**config.mk**
```make
export PLATFORM = sky130hd
export DESIGN_NAME = sopk_multiwave_decoder
export DESIGN_NICKNAME = d
export VERILOG_FILES = /design/src/rtl/sopk_multiwave_decoder_pkg.sv /design/src/rtl/salu_sync_fifo.sv /design/src/rtl/sopk_multiwave_decoder.sv
export SDC_FILE = /design/constraint.sdc
export NUM_CORES = 1
export LEC_CHECK = 0
export BUFFER_PORTS_ARGS = -buffer_cell sky130_fd_sc_hd__buf_2
export CAP_MARGIN = 20
export CORE_MARGIN = 8
export CORE_UTILIZATION = 40
export CTS_CLUSTER_DIAMETER = 60
export DETAILED_ROUTE_END_ITERATION = 8
export GPL_TIMING_DRIVEN = 0
export PLACE_DENSITY = 0.54
export SLEW_MARGIN = 15
export SYNTH_ARGS = -nofsm -noshare
export SYNTH_HDL_FRONTEND = slang
export SYNTH_SLANG_ARGS = --single-unit
```
**constraint.sdc**
```tcl
create_clock -name clk -period 4.2 [get_ports clk]
set_input_delay 0 -clock clk [delete_from_list [all_inputs] [get_ports clk]]
set_output_delay 0 -clock clk [all_outputs]
set_load 0.02 [all_outputs]
```
**src/rtl/sopk_multiwave_decoder_pkg.sv**
```systemverilog
// Shared SOPK/SALU decode types and the SOPK opcode lookup table.
package sopk_multiwave_decoder_pkg;

  localparam logic [3:0] SALU_SOPK        = 4'b1011;
  localparam int         SALU_SGPR_BASE_W = 9;

  // Raw SOPK instruction word layout.
  typedef struct packed {
    logic [3:0]  itype;
    logic [4:0]  opcode;
    logic [6:0]  sdst;
    logic [15:0] simm16;
  } sopk_instr_t;

  // Operation-level controls shared by every encoding of an opcode.
  typedef struct packed {
    logic [5:0] alu_op;
    logic       rd_sdst;
    logic       wr_scc;
  } salu_common_t;

  // SGPR access request: wave base plus up to two register offsets.
  typedef struct packed {
    logic [SALU_SGPR_BASE_W-1:0] base;
    logic [1:0][6:0]             addr;
  } salu_sgpr_req_t;

  typedef struct packed {
    salu_common_t   common_params;
    salu_sgpr_req_t rd_req;
    salu_sgpr_req_t wr_req;
  } salu_instr_params_t;

  typedef struct packed {
    logic         valid;
    salu_common_t common;
  } salu_lookup_t;

  // Opcode table; unlisted opcodes are reserved and return valid=0.
  function automatic salu_lookup_t sopk_lookup_table(input logic [4:0] opcode);
    salu_lookup_t e;
    e = '0;
    case (opcode)
      5'd0:  e = '{valid: 1'b1, common: '{alu_op: 6'h01, rd_sdst: 1'b0, wr_scc: 1'b0}};
      5'd1:  e = '{valid: 1'b1, common: '{alu_op: 6'h02, rd_sdst: 1'b0, wr_scc: 1'b0}};
      5'd2, 5'd3, 5'd4, 5'd5, 5'd6, 5'd7,
      5'd8, 5'd9, 5'd10, 5'd11, 5'd12, 5'd13: begin
        // Compares occupy a contiguous ALU code range starting at 6'h10.
        e.valid          = 1'b1;
        e.common.alu_op  = 6'(opcode) + 6'h0E;
        e.common.rd_sdst = 1'b1;
        e.common.wr_scc  = 1'b1;
      end
      5'd14: e = '{valid: 1'b1, common: '{alu_op: 6'h04, rd_sdst: 1'b1, wr_scc: 1'b1}};
      5'd15: e = '{valid: 1'b1, common: '{alu_op: 6'h05, rd_sdst: 1'b1, wr_scc: 1'b0}};
      5'd17: e = '{valid: 1'b1, common: '{alu_op: 6'h08, rd_sdst: 1'b0, wr_scc: 1'b0}};
      5'd18: e = '{valid: 1'b1, common: '{alu_op: 6'h09, rd_sdst: 1'b1, wr_scc: 1'b0}};
      default: e = '0;
    endcase
    return e;
  endfunction

endpackage

```
**src/rtl/salu_sync_fifo.sv**
```systemverilog
// Synchronous FIFO with registered head output and single-cycle flush.
module salu_sync_fifo #(
  parameter  int WIDTH = 8,
  parameter  int DEPTH = 4,
  localparam int PTR_W = $clog2(DEPTH),
  localparam int CNT_W = PTR_W + 1
) (
  input  logic             clk,
  input  logic             rst_n,
  input  logic             flush,
  input  logic             push,
  input  logic [WIDTH-1:0] wdata,
  input  logic             pop,
  output logic             rd_valid,
  output logic [WIDTH-1:0] rdata,
  output logic [CNT_W-1:0] count
);

  logic [WIDTH-1:0] mem_q [DEPTH];
  logic [PTR_W-1:0] wr_ptr_q, wr_ptr_d, rd_ptr_q, rd_ptr_d;
  logic [CNT_W-1:0] count_q, count_d;
  logic             valid_q, valid_d;
  logic [WIDTH-1:0] rdata_q, rdata_d;
  logic             push_ok, pop_ok;

  // Next pointers/count and the head entry that will be presented next cycle.
  always_comb begin
    push_ok  = push && (count_q != CNT_W'(DEPTH));
    pop_ok   = pop && valid_q;
    wr_ptr_d = push_ok ? wr_ptr_q + PTR_W'(1) : wr_ptr_q;
    rd_ptr_d = pop_ok  ? rd_ptr_q + PTR_W'(1) : rd_ptr_q;
    count_d  = count_q;
    if (push_ok && !pop_ok)      count_d = count_q + CNT_W'(1);
    else if (!push_ok && pop_ok) count_d = count_q - CNT_W'(1);
    valid_d  = (count_d != '0);
    rdata_d  = '0;
    // The new head may be the word being written this very cycle.
    if (valid_d) rdata_d = (push_ok && (wr_ptr_q == rd_ptr_d)) ? wdata : mem_q[rd_ptr_d];
  end

  // Control state and registered head; flush and reset both empty the queue.
  always_ff @(posedge clk) begin
    if (!rst_n || flush) begin
      wr_ptr_q <= '0;
      rd_ptr_q <= '0;
      count_q  <= '0;
      valid_q  <= 1'b0;
      rdata_q  <= '0;
    end else begin
      wr_ptr_q <= wr_ptr_d;
      rd_ptr_q <= rd_ptr_d;
      count_q  <= count_d;
      valid_q  <= valid_d;
      rdata_q  <= rdata_d;
    end
  end

  // Storage array; contents are don't-care until written.
  always_ff @(posedge clk) begin
    if (push_ok) mem_q[wr_ptr_q] <= wdata;
  end

  assign rd_valid = valid_q;
  assign rdata    = rdata_q;
  assign count    = count_q;

endmodule

```
**src/rtl/sopk_multiwave_decoder.sv**
```systemverilog
// SOPK decode stage: per-wave SGPR base lookup, simm16 sign extension and an
// in-order decoded-op FIFO. Optional performance counters are built when
// SOPK_DECODER_PERF_EN is defined.
module sopk_multiwave_decoder
  import sopk_multiwave_decoder_pkg::*;
#(
  parameter  int NUM_WAVES   = 8,
  parameter  int FIFO_DEPTH  = 4,
  parameter  int SGPR_BASE_W = 9,
  parameter  int DATA_W      = 32,
  localparam int WAVE_W      = (NUM_WAVES > 1) ? $clog2(NUM_WAVES) : 1
) (
  input  logic                   clk,
  input  logic                   rst_n,
  input  logic                   in_valid,
  output logic                   in_ready,
  input  logic [31:0]            in_data,
  input  logic [WAVE_W-1:0]      in_wave,
  input  logic                   cfg_we,
  input  logic [WAVE_W-1:0]      cfg_wave,
  input  logic [SGPR_BASE_W-1:0] cfg_base,
  input  logic                   flush,
  output logic                   op_valid,
  input  logic                   op_ready,
  output salu_instr_params_t     op_params,
  output logic [DATA_W-1:0]      op_imm,
  output logic [WAVE_W-1:0]      op_wave,
  output logic                   op_illegal
`ifdef SOPK_DECODER_PERF_EN
  ,
  output logic [31:0]            perf_decoded,
  output logic [31:0]            perf_dropped,
  output logic [31:0]            perf_stall
`endif
);

  localparam int CNT_W = $clog2(FIFO_DEPTH) + 1;

  typedef struct packed {
    salu_instr_params_t  params;
    logic [DATA_W-1:0]   imm;
    logic [WAVE_W-1:0]   wave;
    logic                illegal;
  } op_bundle_t;

  logic [SGPR_BASE_W-1:0] base_q [NUM_WAVES];
  sopk_instr_t            instr;
  salu_lookup_t           lookup;
  op_bundle_t             dec, head;
  logic                   is_sopk, accept, push;
  logic [CNT_W-1:0]       fifo_count;

  function automatic logic signed [DATA_W-1:0] sext_imm(input logic signed [15:0] imm);
    return {{(DATA_W-16){imm[15]}}, imm};
  endfunction

  assign instr    = in_data;
  assign lookup   = sopk_lookup_table(instr.opcode);
  assign is_sopk  = (instr.itype == SALU_SOPK);
  // in_ready depends only on registered count and flush, never on op_ready.
  assign in_ready = (fifo_count < CNT_W'(FIFO_DEPTH)) && !flush;
  assign accept   = in_valid && in_ready;
  assign push     = accept && is_sopk;

  // Per-wave SGPR base register file; a same-cycle decode sees the old value.
  always_ff @(posedge clk) begin
    if (!rst_n)      base_q <= '{default: '0};
    else if (cfg_we) base_q[cfg_wave] <= cfg_base;
  end

  // Combinational decode of the incoming word into the FIFO bundle.
  always_comb begin
    dec                              = '0;
    dec.params.common_params         = lookup.common;
    dec.params.rd_req.base           = SALU_SGPR_BASE_W'(base_q[in_wave]);
    dec.params.rd_req.addr[0]        = instr.sdst;
    dec.params.wr_req.base           = SALU_SGPR_BASE_W'(base_q[in_wave]);
    dec.params.wr_req.addr[0]        = instr.sdst;
    dec.imm                          = sext_imm(instr.simm16);
    dec.wave                         = in_wave;
    dec.illegal                      = ~lookup.valid;
  end

  salu_sync_fifo #(
    .WIDTH ($bits(op_bundle_t)),
    .DEPTH (FIFO_DEPTH)
  ) u_fifo (
    .clk      (clk),
    .rst_n    (rst_n),
    .flush    (flush),
    .push     (push),
    .wdata    (dec),
    .pop      (op_ready),
    .rd_valid (op_valid),
    .rdata    (head),
    .count    (fifo_count)
  );

  assign op_params  = head.params;
  assign op_imm     = head.imm;
  assign op_wave    = head.wave;
  assign op_illegal = head.illegal;

`ifdef SOPK_DECODER_PERF_EN
  logic [31:0] perf_decoded_q, perf_dropped_q, perf_stall_q;

  function automatic logic [31:0] sat_inc(input logic [31:0] v);
    return (v == 32'hFFFF_FFFF) ? v : v + 32'd1;
  endfunction

  // Saturating event counters; flush deliberately leaves them alone.
  always_ff @(posedge clk) begin
    if (!rst_n) begin
      perf_decoded_q <= '0;
      perf_dropped_q <= '0;
      perf_stall_q   <= '0;
    end else begin
      if (push)                 perf_decoded_q <= sat_inc(perf_decoded_q);
      if (accept && !is_sopk)   perf_dropped_q <= sat_inc(perf_dropped_q);
      if (in_valid && !in_ready) perf_stall_q  <= sat_inc(perf_stall_q);
    end
  end

  assign perf_decoded = perf_decoded_q;
  assign perf_dropped = perf_dropped_q;
  assign perf_stall   = perf_stall_q;
`endif

endmodule

```
# ---- Yosys cells after proc, flatten, opt, wreduce, memory -nomap -nowiden
# Memory sizes are Yosys's and may differ from the RTL's. A register that Yosys moved wholly into a read port is not among the register bits.
# Cells that the tools add are included.
dict set report word_totals {
  mem_bits_rw 304
  register_bits 94
  wordCells 78
  n_memories 1
}
# name words width rd rd_ports_with_merged_regs write_ports line
set mem_list {}
lappend mem_list {u_fifo.mem_q 4 76 1 1 1 salu_sync_fifo.sv:19} ;# logic [WIDTH-1:0] mem_q [DEPTH];
dict set report classes {
  bitwise 4
  mux 12
  reduce_logical 19
  n_eq_ne 20
  n_lt_le_gt_ge 4
  addsub 5
}
# cell n
set ops {}
lappend ops {{72-bit bitwise mux} 1}
lappend ops {{9-bit one-hot mux with 7 select lines} 1}
lappend ops {{5-bit by 4-bit equality test with 1-bit output (second input constant)} 8}
lappend ops {{9-bit binary-select mux with 3-bit select} 1}
lappend ops {{9-bit demux with 3-bit select} 1}
lappend ops {{9-bit 2-to-1 mux} 3}
lappend ops {{5-bit by 3-bit equality test with 1-bit output (second input constant)} 4}
lappend ops {{12-bit OR reduction} 1}
lappend ops {{5-bit by 2-bit equality test with 1-bit output (second input constant)} 2}
lappend ops {{5-bit equality test (second input constant)} 2}
lappend ops {{1-bit logical AND} 9}
lappend ops {{4-bit greater-or-equal comparator (second input constant)} 2}
lappend ops {{3-bit inverter with 4-bit output} 2}
lappend ops {{5-bit by 4-bit adder with 6-bit output (second input constant)} 1}
lappend ops {{3-bit 2-to-1 mux} 2}
lappend ops {{5-bit by 1-bit equality test with 1-bit output (second input constant)} 1}
lappend ops {{5-bit logical NOT} 1}
lappend ops {{2-bit by 1-bit adder with 2-bit output (second input constant)} 2}
lappend ops {{4-bit equality test (second input constant)} 1}
lappend ops {{1-bit logical NOT} 4}
lappend ops {{4-bit by 1-bit less-than comparator with 1-bit output (second input constant)} 1}
lappend ops {{3-bit by 1-bit adder with 3-bit output (second input constant)} 1}
lappend ops {{3-bit less-than comparator (second input constant)} 1}
lappend ops {{3-bit != test (second input constant)} 1}
lappend ops {{9 further kinds} 11}

# ---- Longest topological paths before layout
# Gate-level depths: netlist (run 1).
dict set report logic_depth {
  ltp_word 12
  ltp_mapped 8
  ltp_nobuf 7
}

# ---- Modules after synthesis
# A second synthesis (run 1) with hierarchy kept.
dict set report hier_totals {
  hier_cells 1753
  area_unflattened_um2 23648.9
}
# mod cells_each area_each_um2 instances seq_area_each_um2
set modules_own_cells {}
lappend modules_own_cells {salu_sync_fifo 1353 20011.7 1 12772.2}
lappend modules_own_cells {sopk_multiwave_decoder 400 3637.2 1 1441.4}

# ---- Worst setup path before layout (run 1)
# No wires, ideal clock.
dict set report synth_timing {
  kind {register -> register}
  startpoint {register u_fifo.count_q[2] (netlist: u_fifo.count[2])}
  endpoint {memory u_fifo.mem_q[0][0] (netlist name) (enable)}
  n_path_buf 1
  arrival_time_ns 1.893
  setup_time_ns 0.406
  slack_ns 1.900
  t_required_ns 3.794
  stages_incl_launch_ff 4
  path_cell_list {dfxtp_1 nor4bb_1 buf_4 and3_1}
}
dict set report synth_via {
  elab_chain_len 7
}
# element line
set synth_lines {}
lappend synth_lines {{from (decl)} salu_sync_fifo.sv:21} ;# logic [CNT_W-1:0] count_q, count_d;
lappend synth_lines {{from (signal assigned)} salu_sync_fifo.sv:52} ;# count_q <= count_d;
lappend synth_lines {{3-bit less-than comparator} sopk_multiwave_decoder.sv:61} ;# assign in_ready = (fifo_count < CNT_W'(FIFO_DEPTH)) && !flush;
lappend synth_lines {{1-bit logical AND} sopk_multiwave_decoder.sv:61}
lappend synth_lines {{1-bit logical AND} sopk_multiwave_decoder.sv:62} ;# assign accept = in_valid && in_ready;
lappend synth_lines {{1-bit logical AND} sopk_multiwave_decoder.sv:63} ;# assign push = accept && is_sopk;
lappend synth_lines {{1-bit logical AND (*)} salu_sync_fifo.sv:28} ;# push_ok = push && (count_q != CNT_W'(DEPTH));
lappend synth_lines {{1-bit 2-to-1 mux (*)} salu_sync_fifo.sv:60} ;# if (push_ok) mem_q[wr_ptr_q] <= wdata;
lappend synth_lines {{1-bit 2-to-1 mux (not written as such) (*)} salu_sync_fifo.sv:60}
lappend synth_lines {{to (decl)} salu_sync_fifo.sv:19}
# Every way passes the cells marked *; elsewhere a longest branch is shown, timed or not.

# ---- Worst setup path in the final report (run 1)
dict set report layout_timing {
  startpoint {register u_fifo.count_q[2] (netlist: u_fifo.count[2])}
  endpoint {register u_fifo.rdata_q[3] (netlist: u_fifo.rdata[3]), read port of u_fifo.mem_q}
}
dict set report layout_via {
  elab_chain_len 12
}
# element line
set layout_lines {}
lappend layout_lines {{3-bit less-than comparator} sopk_multiwave_decoder.sv:61}
lappend layout_lines {{1-bit logical AND} sopk_multiwave_decoder.sv:61}
lappend layout_lines {{1-bit logical AND} sopk_multiwave_decoder.sv:62}
lappend layout_lines {{1-bit logical AND} sopk_multiwave_decoder.sv:63}
lappend layout_lines {{1-bit logical AND} salu_sync_fifo.sv:28}
lappend layout_lines {{1-bit logical NOT} salu_sync_fifo.sv:34} ;# else if (!push_ok && pop_ok) count_d = count_q - CNT_W'(1);
lappend layout_lines {{1-bit logical AND} salu_sync_fifo.sv:34}
lappend layout_lines {{3-bit 2-to-1 mux} salu_sync_fifo.sv:34}
lappend layout_lines {{3-bit 2-to-1 mux (*)} salu_sync_fifo.sv:33} ;# if (push_ok && !pop_ok) count_d = count_q + CNT_W'(1);
lappend layout_lines {{3-bit nonzero test (*)} salu_sync_fifo.sv:35} ;# valid_d = (count_d != '0);
lappend layout_lines {{1-bit inverter (no line) (*)} n/a}
lappend layout_lines {{2-bit OR reduction (no line) (*)} n/a}
lappend layout_lines {{to (decl)} salu_sync_fifo.sv:23} ;# logic [WIDTH-1:0] rdata_q, rdata_d;
# Marked as above.
# A chain may end at the register's enable or synchronous reset.

==> results of run 1 <==
[final cells by class]
| cell class | instances | area, µm² | area share, % |
|---|---|---|---|
| buffer | 135 | 810 | 4.83 |
| clock inverter | 13 | 158 | 0.941 |
| multi-input combinational | 761 | 5410 | 32.3 |
| antenna | 2 | 5.00 | 0.0299 |
| tap | 455 | 569 | 3.40 |
| sequential | 300 | 7770 | 46.4 |
| inverter | 9 | 33.8 | 0.202 |
| timing repair buffer | 154 | 998 | 5.96 |
| clock buffer | 51 | 997 | 5.95 |
[cell usage in the layout, fill, tap and decap left out, types with 9 or more instances in the layout]
master and instances:
nor3_1 13, mux2_2 9, a211o_1 44, mux2i_1 44, dfxtp_1 124, o311ai_0 10
dlygate4sd3_1 36, a221o_1 9, a21oi_2 39, buf_4 60, buf_2 132, nand3b_1 9
edfxtp_1 176, mux4_2 54, clkbuf_16 36, clkbuf_1 52, buf_1 12, nor2_1 162
conb_1 18, nand2_1 199, a21boi_0 74
[through the flow]
| step | hold WS (ps) | setup slack [ps] | utilization, % | instances | area [µm²] |
|---|---|---|---|---|---|
| after detailed placement | 238 | 1600 | 44.2 | 1778 | 15200 |
| after floorplan | 79.8 | 1900 | - | 1205 | 14000 |
| after global placement | 232 | 685 | 43.9 | 1775 | 15100 |
| final | 25.8 | 1670 | 48.6 | 1880 | 16700 |
| after CTS | 21.0 | 1600 | 48.6 | 1878 | 16700 |
| after global routing | 88.3 | 1530 | 48.6 | 1879 | 16700 |
[registers in the layout, indices dropped and copies added, names as in the netlist]
register and cells:
u_fifo.rd_ptr_q 2, u_fifo.rdata 44, u_fifo.rd_valid 1, u_fifo.mem_q 176
base_q 72, u_fifo.wr_ptr_q 2, u_fifo.count 3
[path summary, 6_finish.rpt]
path	slack, ps	end	start
hold / removal	30	u_fifo.wr_ptr_q[0]	flush
setup reg to reg	1670	u_fifo.rdata[3]	u_fifo.count[2]
hold reg to reg	460	base_q[62]	base_q[62]
setup / recovery	1670	u_fifo.rdata[3]	u_fifo.count[2]
[kinds of logic (layout without fill, tap and decap cells)]
logic type      count (synthesis)  count (layout)  synth area share [%]
compound gates                200             200                  11.9
xor+xnor                        8               8                 0.503
fa+ha+maj                       8               8                 0.719
buf+inv                       144             362                  6.05
flops                         300             300                  55.8
mux                           107             107                  12.6
other cells                     1              20                0.0269
simple gates                  420             420                  12.5
[where the power goes]
group	switching (mW)	internal (mW)	total [mW]
registers	0.0120	3.13	3.14
logic	0.196	0.133	0.329
clock network	1.19	1.84	3.04
total	1.40	5.11	6.51
[worst max-delay path, stage by stage (launching register included)]
cell and delay, ps:
dfxtp_1 370, nor4bb_1 320, buf_4 230, nand2_2 140
a311oi_4 490, clkbuf_1 580, a211o_1 200, a21oi_2 80
[metal layers]
| layer | up-vias | global-route usage [%] |
|---|---|---|
| li1 | 4629 | - |
| met1 | 4759 | 23.3 |
| met3 | 51 | 3.04 |
| met5 | - | 0 |
| met2 | 238 | 30.1 |
| met4 | 2 | 4.74 |
==> summary.txt, run 1 <==
Run status
  – Status: complete, no violations

GRT
  – GRT Total Usage: 17.8%
  – Global-route wire length before repair: between 50000 and 60000 µm
  – Antenna violations before repair: 3
  – Total gr overflow: 0
  – Vias in the first global route: about 10000
  – Largest net degree at the start of global routing: 45

Critical path
  – FF-to-FF path depth: 7
  – CP arrival: between 2000 and 3000 ps
  – CP max FO: 10
  – Critical Path Start Type: flop
  – Crit Path Class: flop to flop
  – Critical Path RT: about 4600 ps
  – Nature of the critical path endpoint: flop

Route
  – Routed Antenna Nets: 0
  – Metal2 WL: 18000 µm
  – Metal-1 WL: between 15000 and 20000 µm
  – DR vias: 9679
  – Final Routed Wirelength: 37000 µm
  – Starting DRC count in detailed routing: 546
  – Vias per cell: 5.15
  – First-pass iteration count of the detailed router: 5
  – Uppermost layer routed: met5
  – DRC violations left: 0
  – WL met3: roughly 1700 µm
  – Post-DR wirelength/cell: 19.7 µm

Clock network
  – Setup bufs post-CTS: 0
  – CTS tree: built
  – Worst skew pair latency: between 500 and 600 ps
  – Hold-fix buffers, CTS: 36
  – CTS root buf: clkbuf_16
  – Num CTS Buffers: 35
  – H-tree Lvls: 2
  – Clock edge transition at the registers on the reported setup and hold paths: about 60 ps
  – CTS-repair resized insts: 0
  – Sink Count: 300
  – Worst-case clock buffer depth: 3

STA
  – Unrepaired setup endpoints after global routing: no
  – Fin Setup TNS: 0 ps
  – Hold Violations, Final: 0
  – Pins Over Slew Limit: 0
  – Fin crit share: about three fifths
  – Min Tclk post-route: about 2500 ps
  – Fmax: roughly 0.40 GHz
  – Final setup fails: 0
  – Setup Skew: about 16 ps
  – Slew headroom: 35.9%
  – Worst slew pin tran: a little under 1000 ps

Synth
  – Area leader, netlist: edfxtp_1
  – EDFF count, synth: roughly 180
  – Cell with the most instances after synthesis: nand2_1
  – Yosys reg bits: 300
  – Seq/Total Area, Yosys: 55.8%
  – Syn avg cell area: roughly 12 µm²
  – Synth cell count leaders: nand2_1, edfxtp_1, nor2_1
  – Distinct cells, synth: between 50 and 60
  – Syn Inst Count: approximately 1200
  – Cell Area, Synth: ~14000 µm²
  – Main synth FF type: edfxtp_1
  – Top cells by area, synth: edfxtp_1, dfxtp_1, mux4_2
  – Async S/R FF share, synth: 0%
  – Post-synth top area share: between 30% and 40%
  – Yosys warnings: 0

Cells and area
  – Fillers: ~3200
  – Area growth syn-to-layout: 20.2%
  – Share of post-route cells with drive strength above 1: about a quarter
  – NumNets Final: 1457

Placed design
  – Final GP Congestion: ~0.78
  – Detail Placement HPWL: 24500 µm
  – IO Port Bufs: 115

Floorplan
  – I/O pin count: about 150
  – Die X: between 200 and 250 µm
  – Std-Cell Rows: 68
  – Initial Util: approximately 40%
  – Die H: around 200 µm
  – Die ar.: about 40000 µm²
  – Core area: about 34000 µm²

Worst hold path
  – Hold Path Stages: 3
  – Hold Path Class: primary input to flop

Pwr
  – Peak supply drop: approximately 0.29 mV
  – Pwr Total: approximately 6.5 mW
  – P per Cell Area: ~400 nW/µm²
  – Lkg Pwr: around 6.1 nW

Run
  – Number of max-cap violations: 0
No activity file was read; power rests on OpenSTA's default activity.
==> inputs of run 2 (changes only) <==
--- a/config.mk
+++ b/config.mk
@@ -12,7 +12,7 @@
 export CTS_CLUSTER_DIAMETER = 60
 export DETAILED_ROUTE_END_ITERATION = 8
 export GPL_TIMING_DRIVEN = 0
-export PLACE_DENSITY = 0.54
+export PLACE_DENSITY = 0.56
 export SLEW_MARGIN = 15
 export SYNTH_ARGS = -nofsm -noshare
 export SYNTH_HDL_FRONTEND = slang
==> constraint.sdc (replaced) <==
create_clock -name clk -period 2.15 [get_ports clk]
set_input_delay 0 -clock clk [delete_from_list [all_inputs] [get_ports clk]]
set_output_delay 0 -clock clk [all_outputs]
set_load 0.02 [all_outputs]
==> run 2 against run 1 <==
Effect of this change:
- total power rose by 92%
- die area did not move
- critical path depth fell by 1
- critical path type unchanged
- critical endpoint is now u_fifo.rdata[77]
==> summary.txt, run 2 (synthesis results as in run 1) <==
Run status
  – Status: complete, no violations

STA
  – Hold_ws: 31.7 ps
  – Setup Skew: between 15 and 20 ps
  – Fin Setup TNS: 0 ps
  – Worst slew pin tran: 780 ps
  – Setup ws final: slightly below 70 ps
  – Slew headroom: around 48%
  – Pins Over Slew Limit: 0
  – Fmax: between 0.4 and 0.5 GHz
  – Min Tclk post-route: 2080 ps
  – Unrepaired setup endpoints after global routing: yes
  – Fin crit share: between 90% and 100%
  – Final setup fails: 0
  – Hold Violations, Final: 0

GRT
  – GRT Max-Usage Layer: met2
  – Met3 usage: about 3.5%
  – GRT Total Usage: 17.7%
  – Vias in the first global route: around 10000
  – Global-route wire length before repair: approximately 58000 µm
  – Largest net degree at the start of global routing: between 40 and 50
  – Total gr overflow: 0
  – GR Util met1: around 23%
  – Antenna violations before repair: 2
  – Global Route met2 Usage: between 20% and 30%

Clock network
  – Worst skew pair latency: 530 ps
  – Num CTS Buffers: 36
  – CTS tree: built
  – Clock edge transition at the registers on the reported setup and hold paths: ~60 ps
  – H-tree Lvls: 2
  – CTS root buf: clkbuf_16
  – Worst-case clock buffer depth: 3
  – Sink Count: 300

Critical path
  – Critical register-to-register path startpoint: u_fifo.rd_ptr_q[0]
  – Crit path buffers/inverters: 2
  – CP arrival: around 2500 ps
  – Register-to-Register Setup Slack: 70 ps
  – Critical Path End: u_fifo.rdata[77]
  – Nature of the critical path endpoint: flop
  – Crit-path max cell delay: around 460 ps
  – FF-to-FF path depth: 6
  – Crit-path leading delay family: buffers and inverters
  – Critical Path RT: roughly 2600 ps
  – Critical path depth: 6
  – Critical Path Source: u_fifo.rd_ptr_q[0]
  – Crit Path Class: flop to flop
  – Critical Path Start Type: flop
  – Critical-path top delay cell: clkbuf_1
  – CP max FO: 10
  – R2r endpoint: u_fifo.rdata[77]
  – CP Cell Sequence: a21boi_0, or2_1, clkbuf_1, clkbuf_2, a221o_1, a21oi_2

Floorplan
  – Core area: around 34000 µm²
  – Std-Cell Rows: a little under 70
  – I/O pin count: about 150
  – Initial Util: about two fifths
  – Die X: approximately 200 µm
  – Die H: 203 µm
  – Die ar.: just over 40000 µm²

Cells and area
  – Most common cell after layout, fill and taps aside: nand2_1
  – Most frequent cells in the layout: nand2_1, edfxtp_1, nor2_1
  – N_diodes: 0
  – Share of post-route cells with drive strength above 1: around 28%
  – Area growth syn-to-layout: 21.7%
  – Number of flip-flops in the largest register: approximately 180
  – NumNets Final: between 1000 and 1500
  – Core Util, Final: approximately half
  – Top reg by flops: u_fifo.mem_q

Placed design
  – IO Port Bufs: roughly 120
  – Detail Placement HPWL: 23800 µm
  – Place WS: -454 ps
  – Final GP Congestion: approximately 0.78

Pwr
  – Lkg Pwr: just over 6 nW
  – P per Cell Area: roughly 740 nW/µm²
  – Peak supply drop: around 0.45 mV

Route
  – First-pass iteration count of the detailed router: 5
  – Final Routed Wirelength: approximately 37000 µm
  – DRC violations left: 0
  – Starting DRC count in detailed routing: between 600 and 700
  – DR vias: a little under 10000
  – Post-DR wirelength/cell: roughly 20 µm
  – Vias per cell: 5.20
  – Routed Antenna Nets: 0

Worst hold path
  – Hold Path Class: primary input to flop

Run
  – Number of max-cap violations: 0
run 2: changes by cell type in the layout (fill, tap and decap cells not counted), moves of 3 or more:
cell        delta
clkbuf_4       +4
buf_6          +8
clkbuf_1      -18
buf_4          -7
clkbuf_16      +3
bufinv_16      -3
inv_6          +3
clkbuf_2      +16
clkinvlp_4     +3
buf_12         +9
run 2: per-layer routing:
metal | wire length, µm | vias up
li1 | - | 4643
met1 | 16100 | 4814
met2 | 17900 | 292
met3 | 2170 | 48
met4 | 641 | 4
met5 | 25 | -
run 2: worst register-to-register path: cells and delay by family (launching register included):
family,cells,cell delay (ps)
AO/OA/AOI/OAI,3,580
buffers and inverters,2,910
flip-flops,1,350
AND/OR/NAND/NOR,1,140
run 2: metrics by stage:
stage | instances | instance area, µm² | power, mW
floorplan | 1205 | 14000 | 6.64
global placement | 1775 | 15100 | 6.84
detailed placement | 1776 | 15200 | 6.85
CTS | 1883 | 16800 | 12.6
global route | 1885 | 17000 | 12.9
finish | 1885 | 17000 | 12.5
run 2: how the worst min path moves through the flow:
stage          startpoint                  to  depth (start not counted)
3_5_place_dp   in_wave[2]  u_fifo.mem_q[2][3]                          1
5_1_grt             rst_n          base_q[39]                          2
3_3_place_gp   in_data[1]  u_fifo.mem_q[2][5]                          1
4_1_cts             flush  u_fifo.wr_ptr_q[1]                          3
6_report            flush  u_fifo.wr_ptr_q[1]                          3
2_1_floorplan       flush            in_ready                          1
run 2: power breakdown:
part	switching (mW)	leakage [nW]	internal (mW)
clock	2.36	0.537	3.35
sequential	0.0237	2.54	6.12
combinational	0.387	3.12	0.277
total	2.77	6.19	9.75
run 2: what timing repair did:
action / 4_1_cts / 5_1_grt
endpoints found under the setup margin: 46 / 221
hold buffers: 36 / 0
buffers inserted: 5 / 0
gates resized for setup: 29 / 44
pin swaps: 6 / 6
endpoints found under the hold margin: 204 / 0
gates cloned: 0 / 2
run 2: cell type report:
class	instances	area, µm²
Clock inverter	12	80.1
Sequential cell	300	7770
Buffer	135	955
Multi-Input combinational cell	761	5450
Timing Repair Buffer	159	1060
Tap cell	455	569
Clock buffer	54	1030
Inverter	9	33.8
Fill cell	3128	17500
